## src/rtl/exec_pkg.sv

```systemverilog
// Shared types for the execute stage: micro-op codes, ARM condition codes,
// NZCV flags, control state and branch-condition evaluation.
package exec_pkg;

  typedef enum logic [4:0] {
    UOP_NOP     = 5'd0,
    UOP_MOV     = 5'd1,
    UOP_ADD     = 5'd2,
    UOP_SUB     = 5'd3,
    UOP_AND     = 5'd4,
    UOP_ORR     = 5'd5,
    UOP_EOR     = 5'd6,
    UOP_CMP     = 5'd7,
    UOP_MUL     = 5'd8,
    UOP_GPIO_WR = 5'd9,
    UOP_GPIO_RD = 5'd10,
    UOP_B       = 5'd11
  } uop_t;

  typedef enum logic [3:0] {
    EQ, NE, CS, CC, MI, PL, VS, VC, HI, LS, GE, LT, GT, LE, AL, NV
  } cond_t;

  typedef struct packed {
    logic n;
    logic z;
    logic c;
    logic v;
  } flags_t;

  typedef enum logic {
    ST_IDLE = 1'b0,
    ST_MUL  = 1'b1
  } state_t;

  function automatic logic cond_pass(cond_t cond, flags_t f);
    case (cond)
      EQ:      cond_pass = f.z;
      NE:      cond_pass = !f.z;
      CS:      cond_pass = f.c;
      CC:      cond_pass = !f.c;
      MI:      cond_pass = f.n;
      PL:      cond_pass = !f.n;
      VS:      cond_pass = f.v;
      VC:      cond_pass = !f.v;
      HI:      cond_pass = f.c && !f.z;
      LS:      cond_pass = !f.c || f.z;
      GE:      cond_pass = (f.n == f.v);
      LT:      cond_pass = (f.n != f.v);
      GT:      cond_pass = !f.z && (f.n == f.v);
      LE:      cond_pass = f.z || (f.n != f.v);
      AL:      cond_pass = 1'b1;
      default: cond_pass = 1'b0;
    endcase
  endfunction

endpackage

```

## src/rtl/exec_mul.sv

```systemverilog
// Radix-2 shift-add multiplier: one multiplier bit per cycle for WIDTH cycles.
// done is asserted combinationally on the final iteration together with the low product.
module exec_mul #(
  parameter int WIDTH = 32
) (
  input  logic             clk,
  input  logic             reset,
  input  logic             start,
  input  logic [WIDTH-1:0] a,
  input  logic [WIDTH-1:0] b,
  output logic             done,
  output logic [WIDTH-1:0] product
);

  localparam int CNT_W = $clog2(WIDTH);

  logic             running;
  logic [CNT_W-1:0] count;
  logic [WIDTH-1:0] acc;
  logic [WIDTH-1:0] mcand;
  logic [WIDTH-1:0] mplier;

  assign product = mplier[0] ? acc + mcand : acc;
  assign done    = running && (count == CNT_W'(WIDTH - 1));

  always_ff @(posedge clk) begin
    if (reset) begin
      running <= 1'b0;
      count   <= '0;
    end else if (start) begin
      running <= 1'b1;
      count   <= '0;
    end else if (running) begin
      count <= count + 1'b1;
      if (done) running <= 1'b0;
    end
  end

  // Only the low WIDTH bits of the product are kept, so the multiplicand
  // may shift its upper bits out.
  always_ff @(posedge clk) begin
    if (start) begin
      acc    <= '0;
      mcand  <= a;
      mplier <= b;
    end else if (running) begin
      acc    <= product;
      mcand  <= mcand << 1;
      mplier <= mplier >> 1;
    end
  end

endmodule

```

## src/rtl/execute_unit.sv

```systemverilog
// Execute stage: register file, NZCV flags, ALU, conditional branch with
// one-op squash, iterative multiplier and synchronised GPIO.
module execute_unit
  import exec_pkg::*;
#(
  parameter int WIDTH      = 32,
  parameter int NUM_REGS   = 16,
  parameter int GPIO_WIDTH = 32
) (
  input  logic                        clk,
  input  logic                        reset,
  input  logic                        in_valid,
  output logic                        in_ready,
  input  uop_t                        uop,
  input  logic [$clog2(NUM_REGS)-1:0] sel_in,
  input  logic [$clog2(NUM_REGS)-1:0] sel_p0,
  input  logic [$clog2(NUM_REGS)-1:0] sel_p1,
  input  logic [WIDTH-1:0]            num,
  input  logic                        num_to_rhs,
  input  cond_t                       branch_cond,
  output logic                        branch_valid,
  output logic [WIDTH-1:0]            branch_delta,
  output logic [3:0]                  flags_out,
  output logic                        busy,
  input  logic [GPIO_WIDTH-1:0]       gpio_in,
  output logic [GPIO_WIDTH-1:0]       gpio_out
);

  localparam int SEL_W = $clog2(NUM_REGS);

  logic [WIDTH-1:0]      regs [NUM_REGS];
  flags_t                flags;
  state_t                state;
  logic                  squash;
  logic [GPIO_WIDTH-1:0] gpio_sync_p0;
  logic [GPIO_WIDTH-1:0] gpio_sync_p1;
  logic [SEL_W-1:0]      mul_rd;

  logic [WIDTH-1:0]        lhs, rhs, logic_res, mul_product;
  logic signed [WIDTH-1:0] lhs_s, rhs_s, add_s, sub_s;
  logic [WIDTH:0]          add_sum, sub_diff;
  logic                    add_v, sub_v, exec_op, mul_start, mul_done;

  assign in_ready  = (state == ST_IDLE);
  assign busy      = (state == ST_MUL);
  assign flags_out = flags;

  assign lhs       = regs[sel_p1];
  assign rhs       = num_to_rhs ? num : regs[sel_p0];
  assign exec_op   = in_valid && in_ready && !squash;
  assign mul_start = exec_op && (uop == UOP_MUL);

  assign add_sum  = {1'b0, lhs} + {1'b0, rhs};
  assign sub_diff = {1'b0, lhs} - {1'b0, rhs};
  assign lhs_s    = $signed(lhs);
  assign rhs_s    = $signed(rhs);
  assign add_s    = $signed(add_sum[WIDTH-1:0]);
  assign sub_s    = $signed(sub_diff[WIDTH-1:0]);
  assign add_v    = ((lhs_s < 0) == (rhs_s < 0)) && ((add_s < 0) != (lhs_s < 0));
  assign sub_v    = ((lhs_s < 0) != (rhs_s < 0)) && ((sub_s < 0) != (lhs_s < 0));

  always_comb begin
    logic_res = lhs & rhs;
    case (uop)
      UOP_ORR: logic_res = lhs | rhs;
      UOP_EOR: logic_res = lhs ^ rhs;
      default: ;
    endcase
  end

  exec_mul #(.WIDTH(WIDTH)) u_mul (
    .clk     (clk),
    .reset   (reset),
    .start   (mul_start),
    .a       (lhs),
    .b       (rhs),
    .done    (mul_done),
    .product (mul_product)
  );

  always_ff @(posedge clk) begin
    if (reset) begin
      for (int i = 0; i < NUM_REGS; i++) regs[i] <= '0;
      flags        <= '0;
      gpio_out     <= '0;
      branch_valid <= 1'b0;
      branch_delta <= '0;
      state        <= ST_IDLE;
      squash       <= 1'b0;
      gpio_sync_p0 <= '0;
      gpio_sync_p1 <= '0;
    end else begin
      // synchroniser stage p0 -> p1
      gpio_sync_p0 <= gpio_in;
      gpio_sync_p1 <= gpio_sync_p0;
      branch_valid <= 1'b0;
      squash       <= 1'b0;
      if (state == ST_MUL) begin
        if (mul_done) begin
          regs[mul_rd] <= mul_product;
          flags.n      <= mul_product[WIDTH-1];
          flags.z      <= ~|mul_product;
          state        <= ST_IDLE;
        end
      end else if (exec_op) begin
        case (uop)
          UOP_MOV: regs[sel_in] <= rhs;
          UOP_ADD: begin
            regs[sel_in] <= add_sum[WIDTH-1:0];
            flags <= {add_sum[WIDTH-1], ~|add_sum[WIDTH-1:0], add_sum[WIDTH], add_v};
          end
          UOP_SUB: begin
            regs[sel_in] <= sub_diff[WIDTH-1:0];
            flags <= {sub_diff[WIDTH-1], ~|sub_diff[WIDTH-1:0], ~sub_diff[WIDTH], sub_v};
          end
          UOP_CMP:
            flags <= {sub_diff[WIDTH-1], ~|sub_diff[WIDTH-1:0], ~sub_diff[WIDTH], sub_v};
          UOP_AND, UOP_ORR, UOP_EOR: begin
            regs[sel_in] <= logic_res;
            flags.n      <= logic_res[WIDTH-1];
            flags.z      <= ~|logic_res;
          end
          UOP_MUL: begin
            state  <= ST_MUL;
            mul_rd <= sel_in;
          end
          UOP_GPIO_WR: gpio_out <= rhs[GPIO_WIDTH-1:0];
          UOP_GPIO_RD: regs[sel_in] <= WIDTH'(gpio_sync_p1);
          UOP_B: begin
            if (cond_pass(branch_cond, flags)) begin
              branch_valid <= 1'b1;
              branch_delta <= num;
              squash       <= 1'b1;
            end
          end
          default: ;
        endcase
      end
    end
  end

endmodule

```

## config.mk

```make
export PLATFORM = sky130hd
export DESIGN_NAME = execute_unit
export DESIGN_NICKNAME = d
export VERILOG_FILES = /design/src/rtl/exec_pkg.sv /design/src/rtl/exec_mul.sv /design/src/rtl/execute_unit.sv
export SDC_FILE = /design/constraint.sdc
export NUM_CORES = 2
export LEC_CHECK = 0
export CAP_MARGIN = 5
export CORE_ASPECT_RATIO = 1.2
export CORE_MARGIN = 4
export CORE_UTILIZATION = 30
export CTS_CLUSTER_DIAMETER = 80
export DETAILED_ROUTE_END_ITERATION = 16
export SETUP_SLACK_MARGIN = 0.2
export SYNTH_ARGS = -nofsm -noshare
export SYNTH_HDL_FRONTEND = slang
export SYNTH_HIERARCHICAL = 1
export SYNTH_SLANG_ARGS = --single-unit
```

## constraint.sdc

```tcl
create_clock -name clk -period 21.4 [get_ports clk]
set_input_delay 4.28 -clock clk [delete_from_list [all_inputs] [get_ports clk]]
set_output_delay 4.28 -clock clk [all_outputs]
set_load 0.005 [all_outputs]
```

==> results.sh <==
export IMPL_clock_latency_ns=0.71
export IMPL_instance_count_of_the_mapped_netlist=3754
export IMPL_first_global_vias=33400
export IMPL_critPathKind="in -> reg"
export IMPL_cts_hold_fix_buffers=0
export IMPL_status="finished, final reports clean"
export IMPL_fp_dieArea_sq_mm=0.152
export IMPL_clock_tree_from_tritoncts="yes"
export IMPL_place_detailed_hpwl_mm=112
export IMPL_antenna_found_initial=7
export IMPL_min_delay_src="gpio_sync_p0[2]"
export IMPL_chipWidth_um=357
export IMPL_vdd_ir_drop_worst_uv=64.6
export IMPL_regToRegStartpoint="regs[11][18]"
export IMPL_maxCapViolCount=0
export IMPL_dr_total_vias=34300
export IMPL_ys_dominant_reg_cell="edfxtp_1"
export IMPL_synth_area_sq_mm=0.0438
export IMPL_cts_buffers=85
export IMPL_post_synth_cell_area_avg_sq_um=11.7
export IMPL_worst_setup_path_end_kind="register"
export IMPL_power_per_cell_area_mw_per_mm2=89.4
export IMPL_cts_buffer_depth=3
export IMPL_worst_ep_required_time_ns=21.79
export IMPL_remaining_routing_drc_violations=0
export IMPL_finish_instance_area_sq_mm=0.0503
export IMPL_grt_start_max_net_pins=76
export IMPL_final_layout_size_suffix_gt1_share_pct=18.7
export IMPL_setup_worst_path_start_class="input port"
export IMPL_floorplan_io_pins=160
export IMPL_routed_via_density=5.91
export IMPL_nFillCells=14400
export IMPL_gr_usage_all_layers_pct=22.0
export IMPL_ys_seq_area_share_pct=47.6
export IMPL_placement_rows=153
export IMPL_synth_ff_latch_count=752
export IMPL_cts_sinks=752
export IMPL_worst_tran_pin_value_ns=1.28
export IMPL_timing_critical_path_slowest_cell_delay_ns=1.10
export IMPL_detail_route_wl_per_cell_um=29.6
export IMPL_wl_mm=172
export IMPL_synthesis_nets=3975
export IMPL_crit_path_max_fanout=36
export IMPL_clk_pin_slew_worst_paths_ns=0.06
export IMPL_cts_post_setup_buffers_inserted=0
export IMPL_fin_tns_setup_ns=0
export IMPL_io_buffers=159
export IMPL_critical_path_n_buffers_inverters=4
export IMPL_first_pass_grt_wire_length_mm=242
export IMPL_timing_critical_path_slowest_stage_cell="a221oi_2"
export IMPL_gp_congestion=1.04
export IMPL_final_max_slew_viol_count=0
export IMPL_final_hold_violation_count=0
export IMPL_synth_enable_flop_cells=580
export IMPL_detailedRoute_firstIterationViolations=4825
export IMPL_min_period_over_period_pct=53.8
export IMPL_cts_repair_resized=0
export IMPL_crit_start="sel_p0[1]"
export IMPL_fin_skew_ns=0.0316
export IMPL_critPathTopFamily="compound AO/OA/AOI/OAI gates"
export IMPL_final_net_count=4011
export IMPL_yosysUniqueCellTypes=93
export IMPL_power_leakage_nw=17.6
export IMPL_fp_coreArea_sq_mm=0.145
export IMPL_first_pass_iters=7
export IMPL_path_cells="buf_6, buf_4, buf_4, mux4_2, mux4_2, mux2i_1, ha_1, inv_1, a21oi_1, nand3_1, a31oi_1, nand3_1, a221oi_1, o21bai_1, xor2_1, o21ai_1, a221oi_2, nor3_1"
export IMPL_postPlaceCellArea_sq_mm=0.0475
export IMPL_commonest_cells_after_routing_fill_and_taps_aside="704 x nor2_1, 580 x edfxtp_1, 320 x mux4_2"
export IMPL_cts_root_buf="clkbuf_16"
export IMPL_grt_ovfl_total=0
export IMPL_yosysWarningCount=6
export IMPL_arrival_ns=11.90
export IMPL_worst_case_headroom_to_the_max_slew_limit_pct=12.2
export IMPL_fmax_ghz=0.0869
export IMPL_layout_min_cycle_time_ns=11.51
export IMPL_synthToLayoutAreaGrowth_pct=14.8
export IMPL_timing_final_setup_violations=0
export IMPL_min_delay_path_class="reg -> reg"
export IMPL_die_height_um=427
export IMPL_unrepaired_setup_endpoints_after_global_routing="no"
export IMPL_htreeDepth=3
export IMPL_asyncSetResetFlopFracSynth_pct=0
export IMPL_initial_core_util_pct=30.2
export IMPL_most_frequent_standard_cell_in_the_layout_excluding_fill_and_tap_cells="nor2_1"
export IMPL_ant_nets=0
[stage by stage]
stage	instances	util (%)	hold slack, ns	power, mW	setup slack, ns
6_report	5802	34.7	0.434	4.50	9.89
5_1_grt	5796	34.7	0.448	4.66	9.76
4_1_cts	5796	34.7	0.441	4.49	10.28
3_5_place_dp	5640	32.7	0.422	2.98	9.52
3_3_place_gp	5640	32.7	0.428	2.97	9.59
2_1_floorplan	3754	-	0.414	2.55	11.31
[Yosys cell counts (all sizes together), types with 8 or more instances]
cell | count | area, sq um
a211o | 9 | 78.8
a211oi | 66 | 510
a21boi | 8 | 63.8
a21o | 24 | 180
a21oi | 156 | 800
a221oi | 24 | 241
a22oi | 13 | 97.6
a311oi | 9 | 78.8
a31oi | 12 | 75.1
and2 | 11 | 68.8
and3 | 18 | 113
buf | 98 | 503
clkbuf | 201 | 754
dfxtp | 172 | 3440
edfxtp | 580 | 17400
ha | 129 | 1610
inv | 111 | 417
mux2 | 90 | 1020
mux2i | 80 | 813
mux4 | 320 | 7210
nand2 | 163 | 612
nand2b | 33 | 206
nand3 | 62 | 310
nand3b | 13 | 97.6
nand4 | 26 | 163
nor2 | 706 | 2650
nor2b | 85 | 532
nor3 | 87 | 445
nor4 | 32 | 213
o211ai | 26 | 210
o21a | 14 | 105
o21ai | 138 | 702
o21bai | 10 | 75.1
o221ai | 19 | 173
o22ai | 12 | 75.1
o311ai | 11 | 96.3
o31ai | 15 | 118
or2 | 10 | 62.6
xnor2 | 62 | 543
xor2 | 20 | 175
[layout make-up]
type | instances | area [sq um] | share of cell area, %
multi-input cells | 2590 | 21500 | 42.7
diodes | 6 | 15.0 | 0.0298
clock inverters | 45 | 478 | 0.950
repair buffers | 248 | 2270 | 4.51
clock buffers | 111 | 2360 | 4.69
flip-flops and latches | 752 | 20900 | 41.5
well taps | 1937 | 2420 | 4.82
inverters | 113 | 427 | 0.848
[where the power goes]
part	switching (mW)	internal, mW	total (mW)
clock network	0.646	0.871	1.52
logic	0.872	0.432	1.30
registers	0.0428	1.64	1.68
[metal layers]
metal / global-route usage, % / share of wire (%)
met1: 29.8 / 39
met2: 34.5 / 45
met3: 4.35 / 11
met4: 8.93 / 4.5
met5: 0 / 0.016
[registers in the layout (all words and copies together) (netlist names), 5 cells and up]
register,flops
branch_delta,32
gpio_out,32
gpio_sync_p0,32
gpio_sync_p1,32
regs,512
u_mul/acc,32
u_mul/count,5
u_mul/mcand,32
u_mul/mplier,32
[cells by family (layout without fill, tap and decap cells)]
logic type               after synthesis  after routing  synth area share [%]
buffers and inverters                412            517                  3.84
AO/OA/AOI/OAI                        609            609                  9.42
XOR/XNOR                              82             82                  1.64
AND/OR/NAND/NOR                     1277           1277                  13.1
multiplexers                         490            490                  20.6
flip-flops                           752            752                  47.6
adder cells (fa/ha/maj)              132            132                  3.82
other                                  0              6                     0
[worst paths after layout]
check,to,slack [ns],cells after the start
max,regs[8][31],9.89,18
min,gpio_sync_p1[2],0.43,1
max reg2reg,regs[8][31],14.63,15
min reg2reg,gpio_sync_p1[2],0.43,1
No activity file was read; power rests on OpenSTA's default activity.
